[src/rtl/program_loader_pkg.sv]
// Shared CPU package: loader state encoding plus instruction-format and
// memory-map constants used by the loader, the fetch logic and the
// instruction memory.
package program_loader_pkg;

  // Instruction word: 6 opcode, 4 rs, 4 rt, 4 rd, 16 imm
  localparam int INSTR_W   = 34;
  localparam int BASE_ADDR = 4096;
  localparam int STRIDE    = 4;

  typedef enum logic [2:0] {
    ST_IDLE  = 3'd0,
    ST_LOAD  = 3'd1,
    ST_DRAIN = 3'd2,
    ST_RUN   = 3'd3,
    ST_ERR   = 3'd4
  } loader_state_t;

endpackage

[src/rtl/program_loader.sv]
// program_loader: accepts a program as a valid/ready word stream and writes
// it into instruction memory, holding the CPU in reset until the final write
// has landed.
//
// Ports:
//   clk        - sole clock, rising edge
//   reset      - asynchronous active-low reset
//   start      - single-cycle pulse beginning a load (ignored in LOAD/DRAIN)
//   s_valid    - upstream word valid
//   s_ready    - loader accepts a word (registered, high only in LOAD)
//   s_data     - instruction word
//   s_last     - final word of the program
//   imem_we    - instruction memory write strobe (one cycle per accepted word)
//   imem_addr  - write address, BASE_ADDR + STRIDE*index
//   imem_wdata - write data
//   cpu_reset  - active-high CPU hold, low only in RUN
//   done       - program loaded and CPU running
//   error      - more than MAX_WORDS words offered without s_last
//   word_count - words accepted in the current load
module program_loader #(
  parameter int INSTR_W   = program_loader_pkg::INSTR_W,
  parameter int ADDR_W    = 16,
  parameter int BASE_ADDR = program_loader_pkg::BASE_ADDR,
  parameter int STRIDE    = program_loader_pkg::STRIDE,
  parameter int MAX_WORDS = 256
) (
  input  logic               clk,
  input  logic               reset,
  input  logic               start,
  input  logic               s_valid,
  output logic               s_ready,
  input  logic [INSTR_W-1:0] s_data,
  input  logic               s_last,
  output logic               imem_we,
  output logic [ADDR_W-1:0]  imem_addr,
  output logic [INSTR_W-1:0] imem_wdata,
  output logic               cpu_reset,
  output logic               done,
  output logic               error,
  output logic [8:0]         word_count
);
  import program_loader_pkg::*;

  localparam int WC_W = 9;

  loader_state_t state, state_nxt;
  logic          xfer;
  logic          at_limit;

  // Address arithmetic done at 32 bits, then truncated to the memory width.
  function automatic logic [ADDR_W-1:0] word_addr(input logic [WC_W-1:0] idx);
    logic [31:0] full;
    full = 32'(BASE_ADDR) + 32'(STRIDE) * 32'(idx);
    return full[ADDR_W-1:0];
  endfunction

  // s_ready is only ever high in LOAD, so the state term is redundant in
  // normal operation; it keeps a stray s_ready from leaking a transfer.
  assign xfer     = s_valid && s_ready && (state == ST_LOAD);
  assign at_limit = (word_count == WC_W'(MAX_WORDS));

  always_comb begin
    state_nxt = state;
    unique case (state)
      ST_IDLE, ST_RUN, ST_ERR: begin
        if (start) state_nxt = ST_LOAD;
      end
      ST_LOAD: begin
        // Overflow takes priority over s_last: the 257th word is never written.
        if (xfer) begin
          if (at_limit)    state_nxt = ST_ERR;
          else if (s_last) state_nxt = ST_DRAIN;
        end
      end
      ST_DRAIN: state_nxt = ST_RUN;
      default:  state_nxt = ST_IDLE;
    endcase
  end

  // Control outputs are registered from the next state so they line up with
  // the state they describe (s_ready is high in the first LOAD cycle,
  // cpu_reset rises the cycle after start, and falls on entry to RUN).
  always_ff @(posedge clk or negedge reset) begin
    if (!reset) begin
      state      <= ST_IDLE;
      s_ready    <= 1'b0;
      cpu_reset  <= 1'b1;
      done       <= 1'b0;
      error      <= 1'b0;
      word_count <= '0;
    end else begin
      state     <= state_nxt;
      s_ready   <= (state_nxt == ST_LOAD);
      cpu_reset <= (state_nxt != ST_RUN);
      done      <= (state_nxt == ST_RUN);
      error     <= (state_nxt == ST_ERR);
      if ((state_nxt == ST_LOAD) && (state != ST_LOAD))
        word_count <= '0;
      else if (xfer && !at_limit)
        word_count <= word_count + WC_W'(1);
    end
  end

  // Write stage: one accepted word becomes a single-cycle imem write.
  // Reset clears the strobe, dropping any write still pending.
  always_ff @(posedge clk or negedge reset) begin
    if (!reset) begin
      imem_we    <= 1'b0;
      imem_addr  <= '0;
      imem_wdata <= '0;
    end else begin
      imem_we <= xfer && !at_limit;
      if (xfer && !at_limit) begin
        imem_addr  <= word_addr(word_count);
        imem_wdata <= s_data;
      end
    end
  end

endmodule

[config.mk]
export PLATFORM = sky130hd
export DESIGN_NAME = program_loader
export DESIGN_NICKNAME = d
export VERILOG_FILES = /design/src/rtl/program_loader_pkg.sv /design/src/rtl/program_loader.sv
export SDC_FILE = /design/constraint.sdc
export NUM_CORES = 1
export LEC_CHECK = 0
export BUFFER_PORTS_ARGS = -buffer_cell sky130_fd_sc_hd__buf_4
export CORE_MARGIN = 2
export CORE_UTILIZATION = 53
export DETAILED_ROUTE_END_ITERATION = 12
export PLACE_DENSITY = 0.85
export SETUP_SLACK_MARGIN = 0.15
export SLEW_MARGIN = 20
export SYNTH_ARGS = -nofsm -noshare
export SYNTH_HDL_FRONTEND = slang
export SYNTH_SLANG_ARGS = --single-unit
[constraint.sdc]
create_clock -name clk -period 4.7 [get_ports clk]
set_clock_uncertainty 0.2 [all_clocks]
set_input_delay 0.94 -clock clk [delete_from_list [all_inputs] [get_ports clk]]
set_output_delay 0.94 -clock clk [all_outputs]
set_load 0.02 [all_outputs]
Yosys cells after proc, flatten, opt, wreduce, memory -nomap -nowiden --
Index checks and enable logic that the tools add are counted. W data, S select, Z words.
Storage, ports and cells: bits in registers 67, bits in latches 0, memory bits (writable) 0, memory bits (read-only) 0, bits of input ports 39, output and inout port bits 64, memories 0
Cells by class: add/subtract/negate cells 2, multiply operators 0, divide/modulo/power cells 0, $lt $le $gt $ge 0, equal/unequal tests 10, shift operators 0, multiplexer cells 7, bitwise operators 0, reductions and logical operators 8
Operators with widths (count):
- $mux W9 | 2
- $add A13 B11 Y14 const A | 1
- $mux W3 | 4
- $add A9 B1 Y9 const B | 1
- $eq A3 B2 Y1 const B | 3
- $eq A9 B9 Y1 const B | 1
- $pmux W3 S3 | 1
- $eq A3 B1 Y1 const B | 2
- $eq A3 B3 Y1 const B | 2
- $logic_and A1 B1 Y1 | 4
- $logic_not A3 Y1 | 1
- $ne A3 B1 Y1 const B | 1
- $ne A3 B2 Y1 const B | 1
- $reduce_or A3 Y1 | 1
- $reduce_bool A2 Y1 | 1
- $logic_not A1 Y1 | 1

Logic depth before layout (Yosys ltp) --
Gate-level depths: netlist (run 1).
depth in word-level cells 7, depth in mapped cells 7, depth with buffers taken out 6

Worst setup path after synthesis (run 1) --
OpenSTA, ideal clock, no wires.
kind register to register, start point register word_count[0], end point register imem_wdata[0], setup time 0.125 ns, arrival 1.966 ns, data required time 4.375 ns, slack 2.409 ns, stages on the path, launching flop included 8, buffers on the path 1, path through dfrtp_1 > inv_1 > ha_1 > or4bb_1 > o211ai_4 > inv_4 > buf_6 > mux2_4
Between the ends: longest elaborated chain between the ends 3
Ends and longest elaborated chain:
- start, declared | RTL line program_loader.sv:40 | output logic [8:0] word_count
- start signal, assigned | RTL line program_loader.sv:100 | word_count <= word_count + WC_W'(1);
- $eq A9 B9 Y1 | RTL line program_loader.sv:60 | assign at_limit = (word_count == WC_W'(MAX_WORDS));
- $logic_not A1 Y1 | RTL line program_loader.sv:113 | if (xfer && !at_limit) begin
- $logic_and A1 B1 Y1 | RTL line program_loader.sv:113
- end signal, assigned | RTL line program_loader.sv:115 | imem_wdata <= s_data;
- end, declared | RTL line program_loader.sv:36 | output logic [INSTR_W-1:0] imem_wdata,
Every way passes these cells. A chain may end at the register's enable or synchronous reset.

Worst setup path in the final report (run 1) --
start point register word_count[0], end point register imem_wdata[10]
The elaborated chain is that of the path after synthesis.

==> results.ini, run 1 <==
[outcome]
status = completed

[global_routing]
antenna_found_initial = 0
grt_overflow = 0
grt_first_pass_wirelength_um = 8560
grt_usage_pct = 20.3
grt_max_degree = 62
grt_pass1_vias = 1823

[pwr]
peakVddDrop_v = 0.000358
leakage_nw = 1.80
power_density_nw_per_um2 = 667

[timing]
tns_ns = 0
rsz0062_at_grt = no
timing.final.crit_share_pct = 58.5
max_freq_ghz = 0.364
min_period_ns = 2.75
drv_slew = 0
slew_headroom_pct = 51.1
hold_viol = 0
worstMarginPinSlew_ns = 0.734
whs_ns = 0.268
setup_slack_ns = 1.95
setup_viol_count_final = 0

[layout]
finish.cell_count_without_fillers = 362
fill_cells = 357
diodes = 0
syn2layout_area_growth_pct = 33.1
fin_util_pct = 72.2
drive_gt1_share_pct = 54.5
seq_area_um2 = 1530
final_nets = 328
multi_input_area_um2 = 1090

[clock_tree]
hold_buffers = 0
cts_tree = built
numCtsBuffers = 9
post_cts_resized = 0
htreeDepth = 3
clockBufferDepth = 2
clk_pin_slew_ns = 0.06
cts_setup_buffers = 0
root_buffer = clkbuf_8
clk_latency_ns = 0.33
clock-sinks = 61

[run]
maxCapViolCount = 0

[detailed_routing]
via_count = 1908
viasPerCell = 5.27
wl_per_cell_um = 15.4
drc = 0
drtIter0Drc = 120
wirelength_um = 5580
detail_route.first_pass.iterations = 4
antenna_left = 0

[critical_path]
worst_r2r_startpoint = word_count[0]
path_class = reg2reg
regToRegSetupSlack_ns = 1.95
reg2reg_to = imem_wdata[10]
reg2regPathDepth = 6
cp_max_fo = 36
critPathCaptureType = register
required_ns = 4.71
critPathArrivalTime_ns = 2.76
start_kind = register

[logic_synthesis]
synth.largest_area_cell = dfrtp_1
synth_top_cell_area_share_pct = 54.9
muxShareOfSynthArea_pct = 23.8
synth-seq-area-share_pct = 55.9
syn_avg_cell_area_um2 = 14.4
synth_top_family_by_area = multiplexers
yosysWarningCount = 0
ys_types = 40
synth_edf_count = 0
synthTopCellsByArea = dfrtp_1 (55%), mux2_4 (15%), mux2_2 (6.2%)
synth.most_common_cell = dfrtp_1
synth_common_cells = dfrtp_1 (60), mux2_4 (28), mux2_2 (15)
async_flop_share_pct = 100
netlist_area_um2 = 2730
synthSimpleGateAreaFrac_pct = 10.3
synthFlopType = dfrtp_1
synthAdderAreaFrac_pct = 0.915
synth_compound_area_share_pct = 4.12
synth-xor-area-share_pct = 0
synthCells = 190
synth.ff_latch_count = 61

[worst_hold_path]
min_to = imem_addr[12]
timing.hold.worst.start = imem_addr[12]
min_path_type = reg2reg
holdPathStages = 1

[floorplan]
num_io_pins = 103
core_um2 = 5040
die_h_um = 75.8
die_x_um = 75.8
initial_utilization_pct = 54.2
dieArea_um2 = 5750
rows = 26

[placement]
hpwl_um = 3810
dp_cells = 346
place_ws_ns = 1.89
gp_congestion = 0.851
io_buffers = 96

## cell families (layout without fill, tap and decap cells)
| logic type | count (synthesis) | in the layout |
|---|---|---|
| AND/OR/NAND/NOR | 43 | 43 |
| adder cells (fa/ha/maj) | 2 | 2 |
| AO/OA/AOI/OAI | 14 | 14 |
| multiplexers | 49 | 49 |
| other | 1 | 6 |
| flip-flops | 61 | 61 |
| buffers and inverters | 20 | 117 |
## critical path: stages (launching register included)
cell,delay (ns)
dfrtp_1,0.45
inv_1,0.09
ha_1,0.17
or4bb_1,0.47
o211ai_4,0.48
inv_4,0.34
mux2_4,0.38
## how the worst max path moves through the flow
stage                     depth (start not counted)  slack (ns)          start              to
after floorplan                                   7        2.41  word_count[0]   imem_wdata[0]
after global placement                            5        1.94        s_valid  imem_wdata[14]
after detailed placement                          5        1.89        s_valid  imem_wdata[17]
after CTS                                         6        1.95  word_count[0]   imem_wdata[3]
after global routing                              6        1.83  word_count[0]  imem_wdata[27]
final                                             6        1.95  word_count[0]  imem_wdata[10]
## through the flow
stage                     total power, mW  instance area [µm²]
after global placement               1.97                 3450
after global routing                 2.57                 3640
final                                2.43                 3640
after floorplan                      1.59                 2750
after CTS                            2.45                 3640
after detailed placement             1.99                 3450
## cell usage in the layout, fill, tap and decap left out, drive strengths merged, types with 2 or more instances in the layout
cell type  Yosys  layout
buf           11      96
inv            5       5
nand4          3       3
a21oi          6       6
nand2          4       4
nor4           4       4
nand3b         4       4
clkbuf         4      11
nand4b         4       4
ha             2       2
mux2          43      43
mux2i          6       6
conb           1       6
clkinv         0       4
dfrtp         60      60
nand2b         4       4
nand3          8       8
or4            2       2
## final cells by class
class / instances / area share, %
Tap cell: 70 / 2.41
Timing Repair Buffer: 96 / 19.8
Inverter: 5 / 0.584
Clock buffer: 11 / 3.88
Clock inverter: 5 / 1.38
Sequential cell: 61 / 42.0
Multi-Input combinational cell: 114 / 30.0
## routing by layer
layer  vias up  wire length [µm]  track usage (%)
met2        78              2700             32.5
met1       942              2380             25.6
met5         -                 0                0
li1        878                 -                -
met4         0                93             10.3
met3        10               407             5.03
## power by group
group | internal (mW) | leakage [nW] | switching [mW] | total (mW)
Combinational | 0.580 | 0.950 | 0.539 | 1.12
Clock | 0.256 | 0.103 | 0.195 | 0.451
Sequential | 0.724 | 0.751 | 0.132 | 0.856
Total | 1.56 | 1.80 | 0.867 | 2.43
## sequential cells by signal, summed over array words and instances, names as in the netlist
name / cells
imem_we: 1
imem_addr: 10
done: 1
state: 3
imem_wdata: 34
s_ready: 1
error: 1
cpu_reset: 1
word_count: 9
Power figures use the tool's default switching activity.
==> run 2, diff against run 1 <==
Settings changed: ABC_AREA set to 1, CORE_UTILIZATION 53 to 44, PLACE_DENSITY 0.85 to 0.76.
Clock period 4.7 ns to 2.4 ns, I/O delays scaled along.
==> results.ini, run 2 <==
[detailed_routing]
antenna_left = 0  ; unchanged
drc = 0  ; unchanged
viasPerCell = 4.68  ; -11%
wirelength_um = 5860  ; +5.1%
via_count = 2266  ; +19%
detail_route.first_pass.iterations = 4  ; unchanged
drtIter0Drc = 96  ; -20%
wl_per_cell_um = 12.1  ; -21%

[layout]
most-common-layout-cells = nand2_1 (141), buf_4 (97), dfrtp_1 (60), inv_1 (20), nand3_1 (14)
post-route-cell-area_um2 = 3570  ; -2.0%
largest_reg_flops = 34  ; unchanged
drive_gt1_share_pct = 33.0  ; -21 points
final_nets = 445  ; +36%
diodes = 0  ; unchanged
final_common_cell = nand2_1
top_register = imem_wdata
syn2layout_area_growth_pct = 34.0
reg.largest.list = imem_wdata x34, imem_addr x10, word_count x9
fin_util_pct = 60.6  ; -12 points

[floorplan]
num_io_pins = 103  ; unchanged
dieArea_um2 = 6690  ; +16%
core_um2 = 5890  ; +17%
rows = 28  ; +7.7%
die_h_um = 81.8  ; +7.9%
die_x_um = 81.8  ; +7.9%
initial_utilization_pct = 45.3  ; -9.0 points

[global_routing]
grt_overflow = 0  ; unchanged
grt_pass1_vias = 2174  ; +19%
grt_usage_pct = 18.5  ; -1.8 points
grt_max_degree = 62  ; unchanged
grt_first_pass_wirelength_um = 9430  ; +10%
antenna_found_initial = 0  ; unchanged

[logic_synthesis]
synth_top_cell_area_share_pct = 56.4  ; +1.4 points
ys_types = 26  ; -35%
synthAdderAreaFrac_pct = 0.939  ; +0.024 points
synth.most_common_cell = nand2_1
yosysWarningCount = 0  ; unchanged
synth-xor-area-share_pct = 0.658  ; +0.66 points
muxShareOfSynthArea_pct = 0  ; -24 points
synthCells = 309  ; +63%
syn_avg_cell_area_um2 = 8.62  ; -40%
async_flop_share_pct = 100  ; unchanged
synth-seq-area-share_pct = 57.4  ; +1.5 points
synth.ff_latch_count = 61  ; unchanged
synth_compound_area_share_pct = 2.87  ; -1.3 points
synthTopCellsByArea = dfrtp_1 (56%), nand2_1 (20%), inv_1 (2.8%)
netlist_area_um2 = 2660  ; -2.6%
synthSimpleGateAreaFrac_pct = 29.3  ; +19 points
synth_top_family_by_area = simple AND/OR/NAND/NOR gates
synthFlopType = dfrtp_1
synth_common_cells = nand2_1 (141), dfrtp_1 (60), inv_1 (20)
synth.largest_area_cell = dfrtp_1
synth_edf_count = 0  ; unchanged

[critical_path]
reg2regPathDepth = 10  ; +4
start_kind = register
critPathCaptureType = register
path_class = reg2reg
cp_max_fo = 55  ; +53%
required_ns = 2.41  ; -2.30 ns
critPathArrivalTime_ns = 2.01  ; -0.75 ns
worst_r2r_startpoint = word_count[1]
path_delay_family = simple AND/OR/NAND/NOR gates
slowest_stage = dfrtp_1
cp_slowest_stage_delay_ns = 0.42  ; -0.06 ns
path_common_cell = nand2_2
regToRegSetupSlack_ns = 0.40  ; -1.55 ns
reg2reg_to = word_count[0]
crit_buf_inv = 3  ; +1
crit_chain = inv_1 > ha_1 > nand2_2 > nor2_2 > nand2_2 > nand2_2 > buf_6 > nand2_1 > nand3_1 > inv_1

[clock_tree]
numCtsBuffers = 9  ; unchanged
clockBufferDepth = 2  ; unchanged
clk_latency_ns = 0.32  ; about the same
root_buffer = clkbuf_8
cts_setup_buffers = 0  ; unchanged
clock-sinks = 61  ; unchanged
cts_tree = built
clk_pin_slew_ns = 0.07  ; about the same
htreeDepth = 3  ; unchanged

[timing]
timing.final.crit_share_pct = 83.3  ; +25 points
whs_ns = 0.0241  ; -0.243 ns
tns_ns = 0  ; unchanged
worstMarginPinSlew_ns = 0.749  ; +0.0153 ns
setup_viol_count_final = 0  ; unchanged
hold_viol = 0  ; unchanged
rsz0062_at_grt = no
max_freq_ghz = 0.500  ; +38%
min_period_ns = 2.00  ; -0.752 ns
slew_headroom_pct = 50.1  ; -1.0 points
drv_slew = 0  ; unchanged

[pwr]
peakVddDrop_v = 0.000837  ; +130%
power_density_nw_per_um2 = 1180  ; +77%
leakage_nw = 2.03  ; +13%
p_total_mw = 4.21  ; +74%

[placement]
place_area_um2 = 3370  ; -2.2%
hpwl_um = 4140  ; +8.6%
gp_congestion = 0.826  ; -2.9%
io_buffers = 96  ; unchanged

[outcome]
status = completed

[worst_hold_path]
min_path_type = in2async

[run]
maxCapViolCount = 0  ; unchanged

run 2: cell count changes after synthesis, sizes merged, moves of 5 or more:
cell / change
nand2: +143
mux2: -43
inv: +19
nor2: +12
o21ai: +12
nand3: +11
buf: +8
mux2i: -6
a21oi: -5
run 2: area by class of cell:
| cell class | count | area, µm² |
|---|---|---|
| multi-input cells | 209 | 921 |
| inverters | 25 | 96.3 |
| clock buffers | 9 | 124 |
| repair buffers | 98 | 739 |
| flip-flops and latches | 61 | 1530 |
| well taps | 75 | 93.8 |
| clock inverters | 7 | 66.3 |
| fillers | 535 | 2320 |
run 2: repair_timing:
| item | CTS | global route |
|---|---|---|
| hold buffers | 0 | 0 |
| gates resized for setup | 0 | 3 |
| setup endpoints to repair | 0 | 16 |
run 2: how the worst max path moves through the flow:
stage | start | to | slack [ns] | cells after the start
final | word_count[1] | word_count[0] | 0.40 | 10
after global routing | word_count[1] | word_count[5] | 0.19 | 10
after CTS | word_count[1] | word_count[3] | 0.25 | 11
after detailed placement | word_count[0] | word_count[3] | 0.27 | 11
after global placement | word_count[0] | word_count[3] | 0.37 | 11
after floorplan | word_count[0] | word_count[6] | 0.58 | 13
run 2: kinds of logic (layout without fill, tap and decap cells):
kind of cell             Yosys count  in the layout
XOR/XNOR                           2              2
flip-flops                        61             61
other                              1              6
buffers and inverters             44            139
AO/OA/AOI/OAI                     15             15
AND/OR/NAND/NOR                  184            184
adder cells (fa/ha/maj)            2              2
run 2: metrics by stage:
| stage | worst slack [ns] | instances |
|---|---|---|
| detailed placement | 0.274 | 468 |
| floorplan | 0.576 | 314 |
| finish | 0.401 | 484 |
| CTS | 0.253 | 484 |
| global placement | 0.365 | 468 |
| global route | 0.192 | 484 |
run 2: power breakdown:
group / total (mW) / switching [mW] / internal [mW]
combinational: 1.79 / 1.10 / 0.685
sequential: 1.57 / 0.194 / 1.37
clock: 0.858 / 0.385 / 0.473
run 2: per-layer routing:
metal / routed length, µm / up-vias / track usage, % / part of all wire, %
met1: 2400 / 1052 / 20.5 / 41
li1: - / 1124 / - / -
met5: 0 / - / 0 / 0
met4: 65 / 0 / 6.33 / 1.1
met2: 2870 / 84 / 33.3 / 49
met3: 530 / 6 / 5.82 / 9.0
